`src/rtl/ascon_round_sequencer_pkg.sv`:
```
// Shared types and round-count constants for the ASCON round sequencer.
// Optional round-index checker is enabled with ASCON_SEQ_CPT_CHECK_EN.
package ascon_pack;

  localparam int NB_ROUNDS_A = 12;
  localparam int NB_ROUNDS_B = 6;

  localparam logic [3:0] CPT_PRELOAD_B = 4'(NB_ROUNDS_A - NB_ROUNDS_B);
  localparam logic [3:0] CPT_LAST      = 4'(NB_ROUNDS_A - 1);

  typedef enum logic [1:0] {
    SEQ_IDLE,
    SEQ_LOAD,
    SEQ_RUN,
    SEQ_DONE
  } seq_state_t;

endpackage

```
`src/rtl/ascon_round_sequencer.sv`:
```
// Sequences one p12/p6 ASCON permutation per request over an external round counter.
// Define ASCON_SEQ_CPT_CHECK_EN to add a shadow counter that flags round-index mismatches.
module ascon_round_sequencer
  import ascon_pack::*;
#(
  parameter int NB_ROUNDS_A = ascon_pack::NB_ROUNDS_A,
  parameter int NB_ROUNDS_B = ascon_pack::NB_ROUNDS_B
) (
  input  logic       clock_i,
  input  logic       reset_i,
  input  logic       start_i,
  input  logic       mode_i,
  input  logic       pause_i,
  input  logic [3:0] cpt_i,
  output logic       en_round_o,
  output logic       init_a_o,
  output logic       init_b_o,
  output logic       round_valid_o,
  output logic       busy_o,
  output logic       done_o,
  output logic       cpt_err_o
);

  localparam logic [3:0] LAST    = 4'(NB_ROUNDS_A - 1);
  localparam logic [3:0] PRELOAD = 4'(NB_ROUNDS_A - NB_ROUNDS_B);

  seq_state_t state_q, state_d;
  logic       mode_q, mode_d;

  logic en_round;
  logic init_a;
  logic init_b;
  logic round_valid;
  logic busy;
  logic done;

  // Outputs decode from the state register only; start_i never reaches them.
  always_comb begin
    state_d     = state_q;
    mode_d      = mode_q;
    en_round    = 1'b0;
    init_a      = 1'b0;
    init_b      = 1'b0;
    round_valid = 1'b0;
    busy        = 1'b0;
    done        = 1'b0;
    case (state_q)
      SEQ_IDLE: begin
        if (start_i) begin
          mode_d  = mode_i;
          state_d = SEQ_LOAD;
        end
      end
      SEQ_LOAD: begin
        busy     = 1'b1;
        en_round = 1'b1;
        init_a   = ~mode_q;
        init_b   = mode_q;
        state_d  = SEQ_RUN;
      end
      SEQ_RUN: begin
        busy        = 1'b1;
        round_valid = ~pause_i;
        if (cpt_i != LAST) begin
          en_round = ~pause_i;
        end else if (!pause_i) begin
          state_d = SEQ_DONE;
        end
      end
      SEQ_DONE: begin
        busy    = 1'b1;
        done    = 1'b1;
        state_d = SEQ_IDLE;
      end
      default: state_d = SEQ_IDLE;
    endcase
  end

  always_ff @(posedge clock_i) begin
    if (reset_i) begin
      state_q <= SEQ_IDLE;
    end else begin
      state_q <= state_d;
    end
    mode_q <= mode_d;
  end

  assign en_round_o    = en_round;
  assign init_a_o      = init_a;
  assign init_b_o      = init_b;
  assign round_valid_o = round_valid;
  assign busy_o        = busy;
  assign done_o        = done;

`ifdef ASCON_SEQ_CPT_CHECK_EN
  logic [3:0] shadow_q, shadow_d;
  logic       cpt_err_q, cpt_err_d;

  // Shadow tracks the index the counter should present on each applied round.
  always_comb begin
    shadow_d  = shadow_q;
    cpt_err_d = cpt_err_q;
    if (state_q == SEQ_IDLE && start_i) begin
      cpt_err_d = 1'b0;
    end
    if (state_q == SEQ_LOAD) begin
      shadow_d = mode_q ? PRELOAD : 4'd0;
    end
    if (round_valid) begin
      if (cpt_i != shadow_q) begin
        cpt_err_d = 1'b1;
      end
      shadow_d = shadow_q + 4'd1;
    end
  end

  always_ff @(posedge clock_i) begin
    if (reset_i) begin
      cpt_err_q <= 1'b0;
    end else begin
      cpt_err_q <= cpt_err_d;
    end
    shadow_q <= shadow_d;
  end

  assign cpt_err_o = cpt_err_q;
`else
  assign cpt_err_o = 1'b0;
`endif

endmodule

```
`config.mk`:
```
export PLATFORM = sky130hd
export DESIGN_NAME = ascon_round_sequencer
export DESIGN_NICKNAME = d
export VERILOG_FILES = /design/src/rtl/ascon_round_sequencer_pkg.sv /design/src/rtl/ascon_round_sequencer.sv
export SDC_FILE = /design/constraint.sdc
export NUM_CORES = 1
export LEC_CHECK = 0
export BUFFER_PORTS_ARGS = -buffer_cell sky130_fd_sc_hd__buf_2
export CAP_MARGIN = 15
export CORE_AREA = 4 4 41 43
export DETAILED_ROUTE_END_ITERATION = 6
export DIE_AREA = 0 0 45 47
export PLACE_DENSITY_LB_ADDON = 0.25
export SLEW_MARGIN = 20
export SYNTH_ARGS = -nofsm -noshare
export SYNTH_HDL_FRONTEND = slang
export SYNTH_SLANG_ARGS = --single-unit
```
`constraint.sdc`:
```
create_clock -name clock_i -period 2.8 [get_ports clock_i]
set_clock_uncertainty 0.05 [all_clocks]
set_input_delay 0.56 -clock clock_i [delete_from_list [all_inputs] [get_ports clock_i]]
set_output_delay 0.56 -clock clock_i [all_outputs]
set_load 0.02 [all_outputs]
```
==> results of run 1 <==
[worst max-delay path: stages, from the launching register on]
cell     delay [ps]
dfxtp_1         390
inv_1           100
ha_1            240
nor2b_1         150
a21oi_1         130
nor2b_1          50
buf_2           150
[power by group through the flow]
stage	clock [mW]	sequential (mW)	combinational, mW
3_3_place_gp	0	0.0731	0.204
2_1_floorplan	0	0.0703	0.152
3_5_place_dp	0	0.0743	0.202
5_1_grt	0.0862	0.0749	0.226
4_1_cts	0.0787	0.0733	0.203
6_report	0.0741	0.0729	0.198
[worst max path at each step]
stage	start	to	slack [ps]
after floorplan	state_q[0]$_SDFFE_PP0P_	en_round_o	750
after global placement	cpt_i[2]	en_round_o	1010
after detailed placement	state_q[0]$_SDFFE_PP0P_	en_round_o	960
after CTS	state_q[0]$_SDFFE_PP0P_	en_round_o	720
after global routing	state_q[0]$_SDFFE_PP0P_	en_round_o	620
final	state_q[0]$_SDFFE_PP0P_	en_round_o	740
[final cells by class]
cell class                      count  area [sq um]
Fill cell                         147         893.4
Sequential cell                     3         70.07
Timing Repair Buffer               14         70.07
Tap cell                           15         18.77
Inverter                            3         11.26
Clock buffer                        4         26.28
Multi-Input combinational cell     22         211.5
[per-layer routing]
metal  up-vias  global-route usage  routed length, microns
met2        10              0.1045                     286
met4         0             0.03509                       0
met5         -                   0                       0
met3         0             0.05747                      49
met1       112             0.07078                     234
li1        131                   -                       -
[sequential cells by signal, summed over array words and instances (netlist names)]
register,flops
state_q,2
mode_q,1
[kinds of logic after synthesis]
logic type               Yosys count  synth area share
AO/OA/AOI/OAI                      3           0.08748
adder cells (fa/ha/maj)            5            0.2083
buffers and inverters              4           0.06251
flip-flops                         3            0.2333
other                              1           0.01249
AND/OR/NAND/NOR                   13            0.3958
[cell usage in the layout (no fill, tap or decap)]
master and count:
nor3_4 1, inv_1 3, a21oi_1 1, o21ai_1 1, edfxtp_1 1, nand4b_4 1
ha_1 5, and2b_4 1, buf_2 14, nor3_2 2, clkbuf_1 1, nor3_1 1
nor2b_1 4, dfxtp_1 2, and2_1 2, conb_1 1, o41ai_2 1, nor2_2 1
clkbuf_4 3
[stage by stage]
step / power, mW / area (sq um) / setup WS (ps) / utilization / instances
final: 0.3450 / 407.9 / 744.3 / 0.3135 / 61
after global routing: 0.3873 / 407.9 / 621.1 / 0.3135 / 61
after CTS: 0.3547 / 407.9 / 721.3 / 0.3135 / 61
after detailed placement: 0.2762 / 381.6 / 964.4 / 0.2933 / 57
after global placement: 0.2773 / 381.6 / 1009 / 0.2933 / 57
after floorplan: 0.2224 / 300.3 / 745.2 / - / 29
==> key figures, run 1 <==
Synth
  – Synth top area share: 0.2083
  – Synth top cells by count: 5 x ha_1, 4 x nor2b_1, 3 x inv_1
  – Post-synth EDFFs: 1
  – Syn Nets: 43
  – Seq/Total Area, Yosys: 0.2333
  – Synth Flop Type: dfxtp_1
  – Yosys reg bits: 3
  – FFs w/ async S/R, synth: 0
  – Main area contributors after synthesis: ha_1 21%, dfxtp_1 13%, edfxtp_1 10%
  – Yosys warns: 0
  – Mapped Cells: 29
  – Count leader, synth: ha_1
  – Netlist Area Pre-Place: between 300 and 400 sq um
  – Yosys top cell by area: ha_1
  – Post-synth cell types: 17
  – Syn_area_per_cell: 10.35 sq um

Timing
  – Setup violators final: 0
  – Final Cycle Share: 0.7342
  – Unrepaired setup endpoints after global routing: false
  – Worst hold margin: around 460 ps
  – F_max: between 400 and 500 MHz
  – Setup TNS: 0 ps
  – Slew Viols, Final: 0
  – Final Hold Fails: 0
  – Period minus WS final: about 2000 ps

Power and ir drop
  – Switching pwr: roughly 150 uW
  – Switching part of the total power: 0.4265
  – Maximum VDD drop: 0.2159 mV
  – Static Leakage: between 0.2 and 0.25 nW
  – Comb power frac: 0.574
  – Seq pwr share: 0.211
  – PwrDens: ~850 mW/mm^2
  – Int Power: 197.8 uW
  – Clock Power Share: 0.215

Hold path
  – Worst min path class: in2reg
  – Min-delay src: mode_i
  – Hold depth: 1
  – Hold path endpoint: mode_q$_DFFE_PP_

Floorplanning
  – Site Rows: 13
  – Die height: roughly 47 microns
  – Die area: 0.002115 sq mm
  – Die width: about 45 microns
  – Ports: 16
  – Starting density of the core: 0.2308
  – Core area: 0.001301 sq mm

Clocking
  – Root Driver: clkbuf_4
  – Post-CTS Setup Bufs: 0
  – Total CTS buffers: 3
  – CTS resizes: 0
  – Hold_buf cts: 0
  – TritonCTS clock tree: yes
  – H-tree depth: 1
  – Register clock-pin slew on the reported worst setup and hold paths: ~30 ps
  – Max Buffers Root-to-Sink: 2
  – Worst skew pair latency: 230 ps
  – CTS Sinks: 3

Worst setup path
  – Crit path kind: reg2out
  – Reg2reg setup slack: 1350 ps
  – Data required, critical path: ~2200 ps
  – Capturing point of the worst reg2reg path: state_q[0]$_SDFFE_PP0P_
  – Worst-case reg-to-reg path depth: 6
  – Reg-to-reg critical path startpoint: state_q[0]$_SDFFE_PP0P_
  – Nature of the critical path startpoint: register
  – Crit path capture type: primary output
  – Crit path DAT: between 1000 and 1500 ps
  – Crit path max fanout: 4

Detailed routing
  – DR WL/cell: between 9 and 10 microns
  – WL final: ~570 microns
  – Via density: ~4.1
  – Initial DRT Pass Iterations: 4
  – Vias: roughly 250
  – Drt initial violations: 8
  – # DRC: 0
  – Remaining antenna violation count: 0

Global routing
  – Vias in the first global route: ~270
  – Overall global routing resource usage: 0.07041
  – Initial antenna violation count: 0
  – GRT overflow: 0
  – First-pass GRT wire length: between 900 and 1000 microns
  – Largest net degree at the start of global routing: 5

Final layout
  – Diodes inserted: 0
  – Layout area overhead: 35.83%
  – Fin nets: 61
  – Share of cells above drive strength 1: 0.5217

Run
  – Max Cap Violations: 0

Status
  – Status: finished clean

Placed design
  – RePlAce Congestion: between 0.6 and 0.7
  – I/O Buffers: 14
  – Post-DP HPWL: 526.1 microns
Note: power is estimated with default switching activity, not from simulation.
==> run 2, diff against run 1 <==
==> constraint.sdc (replaced) <==
create_clock -name clock_i -period 2 [get_ports clock_i]
set_clock_uncertainty 0.05 [all_clocks]
set_input_delay 0.4 -clock clock_i [delete_from_list [all_inputs] [get_ports clock_i]]
set_output_delay 0.4 -clock clock_i [all_outputs]
set_load 0.02 [all_outputs]
==> key figures, run 2 (synthesis results as in run 1) <==
Status
  – Status: finished clean

Timing
  – Setup violators final: 0 (unchanged)
  – Slew Viols, Final: 0 (unchanged)
  – Setup TNS: 0 ps (unchanged)
  – Unrepaired setup endpoints after global routing: false
  – Final Hold Fails: 0 (unchanged)
  – Worst hold margin: 307.2 ps (-156.8 ps)
  – F_max: around 540 MHz
  – Final Cycle Share: 0.9200
  – Period minus WS final: roughly 1800 ps

Placed design
  – RePlAce Congestion: 0.6254 (about the same)
  – Post-DP HPWL: 498.7 microns (-5.2%)
  – Placed Cells: 57 (unchanged)
  – I/O Buffers: 14 (unchanged)

Detailed routing
  – DR WL/cell: 9.459 microns (+1.2%)
  – WL final: 577 microns (+1.2%)
  – Vias: 238 (-5.9%)
  – Via density: 3.902 (-5.9%)
  – Initial DRT Pass Iterations: 2 (-2)
  – # DRC: 0 (unchanged)
  – Drt initial violations: 1 (-7)
  – Remaining antenna violation count: 0 (unchanged)

Power and ir drop
  – Clock Power Share: 0.214 (about the same)
  – Static Leakage: 0.2112 nW (+0.11%)
  – Comb power frac: 0.574 (about the same)
  – Maximum VDD drop: 0.5104 mV (+140%)
  – Switching pwr: 208.3 uW (+42%)
  – Seq pwr share: 0.213 (+0.002)
  – Int Power: 279.5 uW (+41%)
  – PwrDens: 1192 mW/mm^2 (+41%)
  – Switching part of the total power: 0.4270 (+0.0004676)

Worst setup path
  – Crit path capture type: primary output
  – Data required, critical path: 1550 ps (-640 ps)
  – Nature of the critical path startpoint: register
  – Crit path DAT: 1390 ps (-60 ps)
  – Crit path kind: reg2out
  – Worst-case reg-to-reg path depth: 6 (unchanged)
  – Crit path max fanout: 4 (unchanged)

Final layout
  – Fin nets: 61 (unchanged)
  – Final std cells w/o fill: 61 (unchanged)
  – Multi-input logic area: 211.5 sq um (unchanged)
  – Share of cells above drive strength 1: 0.5435 (+0.02174)
  – Most flops, register: state_q
  – Commonest non-fill, non-tap cells in the layout: 14 x buf_2, 5 x ha_1, 4 x nor2b_1
  – Largest regs: state_q: 2 flops, mode_q: 1 flops
  – Core Util, Final: 0.3144 (+0.0009610)
  – Register area: 71.32 sq um (+1.8%)
  – Max reg flops: 2 (unchanged)
  – Leading cell type in the layout, fill and taps excluded: buf_2
  – Filler cells: 149 (+1.4%)
  – Diodes inserted: 0 (unchanged)
  – Layout area overhead: 36.25%

Floorplanning
  – Site Rows: 13 (unchanged)
  – Core area: 0.001301 sq mm (unchanged)
  – Ports: 16 (unchanged)
  – Die width: 45 microns (unchanged)
  – Starting density of the core: 0.2308 (unchanged)
  – Die area: 0.002115 sq mm (unchanged)
  – Die height: 47 microns (unchanged)

Clocking
  – Worst skew pair latency: 230 ps (about the same)
  – CTS Sinks: 3 (unchanged)
  – Post-CTS Setup Bufs: 0 (unchanged)
  – Total CTS buffers: 3 (unchanged)
  – Root Driver: clkbuf_4
  – Hold_buf cts: 0 (unchanged)
  – H-tree depth: 1 (unchanged)
  – Max Buffers Root-to-Sink: 2 (unchanged)
  – Register clock-pin slew on the reported worst setup and hold paths: 40 ps (about the same)
  – CTS resizes: 0 (unchanged)
  – TritonCTS clock tree: yes

Global routing
  – First-pass GRT wire length: 924 microns (-6.9%)
  – Largest net degree at the start of global routing: 5 (unchanged)
  – GRT overflow: 0 (unchanged)
  – Initial antenna violation count: 0 (unchanged)
  – Vias in the first global route: 245 (-8.6%)
  – Overall global routing resource usage: 0.06408 (-0.006329)

Hold path
  – Worst min path class: in2reg
  – Hold depth: 1 (unchanged)

Run
  – Max Cap Violations: 0 (unchanged)
run 2: cell counts in the layout (fill, tap and decap cells not counted):
Identical to the previous run, type by type.
run 2: path summary, 6_finish.rpt:
| check | from | end | slack [ps] |
|---|---|---|---|
| max | state_q[0]$_SDFFE_PP0P_ | en_round_o | 160 |
| min reg2reg | state_q[0]$_SDFFE_PP0P_ | state_q[0]$_SDFFE_PP0P_ | 540 |
| max reg2reg | state_q[1]$_SDFFE_PP0P_ | state_q[0]$_SDFFE_PP0P_ | 620 |
| min | mode_i | mode_q$_DFFE_PP_ | 310 |
run 2: power groups by stage:
| stage | Clock, mW | Sequential, mW | Combinational, mW |
|---|---|---|---|
| 2_1_floorplan | 0 | 0.0984 | 0.213 |
| 3_3_place_gp | 0 | 0.102 | 0.283 |
| 3_5_place_dp | 0 | 0.103 | 0.283 |
| 4_1_cts | 0.112 | 0.103 | 0.284 |
| 5_1_grt | 0.122 | 0.106 | 0.311 |
| 6_report | 0.104 | 0.104 | 0.280 |
run 2: through the flow:
step	area, sq um	total power, mW	setup slack (ps)
global placement	381.6	0.3852	328.6
CTS	407.9	0.4993	59.26
global route	409.1	0.5390	27.26
floorplan	300.3	0.3113	105.2
finish	409.1	0.4878	160.0
detailed placement	381.6	0.3865	310.3
run 2: cell type report:
cell class | instances | share of cell area
multi-input combinational | 22 | 0.5168
sequential | 3 | 0.1743
inverter | 3 | 0.02752
timing repair buffer | 14 | 0.1713
tap | 15 | 0.04587
clock buffer | 4 | 0.06422
run 2: per-layer routing:
layer | global-route usage | vias up | wire length (microns)
li1 | - | 129 | -
met3 | 0.06130 | 0 | 53
met5 | 0 | - | 0
met2 | 0.09887 | 10 | 276
met4 | 0.01754 | 0 | 0
met1 | 0.06164 | 99 | 247
run 2: critical path: stages, from the launching register on:
cell and delay [ps]:
dfxtp_2 350, inv_1 80, ha_1 240, nor2b_1 150, a21oi_1 140, nor2b_1 50, buf_2 150
==> run 3, diff against run 2 <==
--- a/config.mk
+++ b/config.mk
@@ -5,6 +5,7 @@
 export SDC_FILE = /design/constraint.sdc
 export NUM_CORES = 1
 export LEC_CHECK = 0
+export ABC_AREA = 1
 export BUFFER_PORTS_ARGS = -buffer_cell sky130_fd_sc_hd__buf_2
 export CAP_MARGIN = 15
 export CORE_AREA = 4 4 41 43
==> key figures, run 3 <==
Synth
  – Syn_area_per_cell: 7.001 sq um (-32%)
  – Synth top cells by count: 10 x inv_1, 7 x nand2_1, 5 x ha_1, 4 x nor2_1
  – Synth Flop Type: dfxtp_1
  – Synth top area share: 0.2128 (+0.004433)
  – Yosys top cell by area: ha_1
  – Post-synth EDFFs: 1 (unchanged)
  – Count leader, synth: inv_1
  – Syn Nets: 56 (+30%)
  – Yosys reg bits: 3 (unchanged)
  – Seq/Total Area, Yosys: 0.2383 (+0.004965)
  – Main area contributors after synthesis: ha_1 21%, dfxtp_1 14%, inv_1 13%
  – Yosys warns: 0 (unchanged)
  – Post-synth cell types: 16 (-1)
  – Mapped Cells: 42 (+45%)
  – Netlist Area Pre-Place: 294.0 sq um (-2.1%)
  – FFs w/ async S/R, synth: 0 (unchanged)

Floorplanning
  – Die width: 45 microns (unchanged)
  – Core area: 0.001301 sq mm (unchanged)
  – Die height: 47 microns (unchanged)
  – Starting density of the core: 0.2260 (-0.004808)
  – Site Rows: 13 (unchanged)
  – Ports: 16 (unchanged)
  – Die area: 0.002115 sq mm (unchanged)

Detailed routing
  – Drt initial violations: 0 (-1)
  – DR WL/cell: 7.770 microns (-18%)
  – # DRC: 0 (unchanged)
  – Initial DRT Pass Iterations: 1 (-1)
  – Vias: 269 (+13%)
  – Via density: 3.635 (-6.8%)
  – WL final: 575 microns (-0.35%)
  – Remaining antenna violation count: 0 (unchanged)

Timing
  – F_max: 538.0 MHz (-1.0%)
  – Setup violators final: 0 (unchanged)
  – Final Cycle Share: 0.9294 (+0.009367)
  – Setup TNS: 0 ps (unchanged)
  – Period minus WS final: 1859 ps (+18.73 ps)
  – Slew Viols, Final: 0 (unchanged)
  – Unrepaired setup endpoints after global routing: false
  – Final Hold Fails: 0 (unchanged)
  – Post-route setup slack: 141.2 ps (-18.74 ps)

Global routing
  – GRT overflow: 0 (unchanged)
  – First-pass GRT wire length: 1055 microns (+14%)
  – Initial antenna violation count: 0 (unchanged)
  – Vias in the first global route: 267 (+9.0%)
  – Overall global routing resource usage: 0.06877 (+0.004692)
  – Largest net degree at the start of global routing: 5 (unchanged)

Final layout
  – Commonest non-fill, non-tap cells in the layout: 14 x buf_2, 10 x inv_1, 7 x nand2_1
  – Fin area: 402.9 sq um (-1.5%)
  – Fin nets: 74 (+21%)
  – Max reg flops: 2 (unchanged)
  – Share of cells above drive strength 1: 0.4068 (-0.1367)
  – Diodes inserted: 0 (unchanged)
  – Layout area overhead: 37.02%
  – Filler cells: 154 (+3.4%)
  – Largest regs: state_q: 2 flops, mode_q: 1 flops
  – Leading cell type in the layout, fill and taps excluded: buf_2
  – Most flops, register: state_q

Placed design
  – I/O Buffers: 14 (unchanged)
  – Area post-placement: 375.4 sq um (-1.6%)
  – RePlAce Congestion: 0.6634 (+6.1%)
  – Place WS: 369.9 ps (+59.68 ps)
  – Post-DP HPWL: 511.2 microns (+2.5%)

Power and ir drop
  – Total power: 565.6 uW (+16%)
  – Static Leakage: 0.2548 nW (+21%)
  – PwrDens: 1404 mW/mm^2 (+18%)
  – Maximum VDD drop: 0.5309 mV (+4.0%)

Clocking
  – Root Driver: clkbuf_4
  – Register clock-pin slew on the reported worst setup and hold paths: 40 ps (about the same)
  – Max Buffers Root-to-Sink: 2 (unchanged)
  – TritonCTS clock tree: yes
  – Total CTS buffers: 3 (unchanged)
  – CTS resizes: 0 (unchanged)
  – Worst skew pair latency: 230 ps (about the same)
  – H-tree depth: 1 (unchanged)
  – Hold_buf cts: 0 (unchanged)
  – Post-CTS Setup Bufs: 0 (unchanged)
  – CTS Sinks: 3 (unchanged)

Run
  – Max Cap Violations: 0 (unchanged)

Worst setup path
  – Data required, critical path: 1550 ps (about the same)
  – Largest delay share family, worst path: buffers and inverters
  – Nature of the critical path startpoint: register
  – Crit path kind: reg2out
  – Slowest cell delay on critical path: 370 ps (+20 ps)
  – Crit path capture type: primary output
  – Crit-path slowest cell: dfxtp_1
  – Crit path buffers/inverters: 3 (+1)
  – Crit path max fanout: 4 (unchanged)
  – Cell Chain, Critical Path: inv_1 > ha_1 > bufinv_8 > a21oi_1 > buf_2
  – Crit path DAT: 1410 ps (+20 ps)

Hold path
  – Worst min path class: in2reg

Status
  – Status: finished clean
run 3: cell types whose count changed after synthesis, moves of 2 or more:
cell,delta
inv_1,+7
nand2_1,+7
nor2_1,+4
nor2b_1,-4
and2_1,-2
inv_2,+2
nor3_2,-2
run 3: area by class of cell:
cell class              instances  area (sq um)  share of cell area
repair buffers                 14         70.07              0.1739
inverters                      13         62.56              0.1553
clock buffers                   4         26.28             0.06522
multi-input cells              25         153.9              0.3820
well taps                      15         18.77             0.04658
flip-flops and latches          3         71.32              0.1770
run 3: power by group:
part,internal (mW),leakage [nW],switching (mW)
Clock,0.0746,0.0150,0.0283
Combinational,0.159,0.213,0.193
Sequential,0.0899,0.0263,0.0208
Total,0.323,0.255,0.243
run 3: metrics by stage:
step,utilization,hold slack (ps),instances
after floorplan,-,432.7,42
after global placement,0.2885,482.6,70
after detailed placement,0.2885,474.6,70
after CTS,0.3087,291.9,74
after global routing,0.3096,286.8,74
final,0.3096,298.2,74
run 3: metal layers:
layer  track usage  vias up  wire length, microns
met5             0        -                     0
met4             0        0                     0
met3       0.04598        0                    44
met2        0.1045        7                   269
met1       0.08656      108                   260
li1              -      154                     -
run 3: cells by family (layout without fill, tap and decap cells):
family	after synthesis	count (layout)	synth area share
other cells	1	1	0.01275
compound gates	6	6	0.1149
simple gates	13	13	0.1830
fa+ha+maj	5	5	0.2128
buf+inv	14	31	0.2383
flops	3	3	0.2383
run 3: final timing paths:
| path | slack (ps) | end | start | depth (start not counted) |
|---|---|---|---|---|
| setup / recovery | 140 | en_round_o | state_q[1]$_SDFFE_PP0P_ | 5 |
| hold / removal | 300 | mode_q$_DFFE_PP_ | mode_i | 1 |
| setup reg to reg | 700 | state_q[0]$_SDFFE_PP0P_ | state_q[1]$_SDFFE_PP0P_ | 8 |
| hold reg to reg | 440 | state_q[0]$_SDFFE_PP0P_ | state_q[0]$_SDFFE_PP0P_ | 2 |
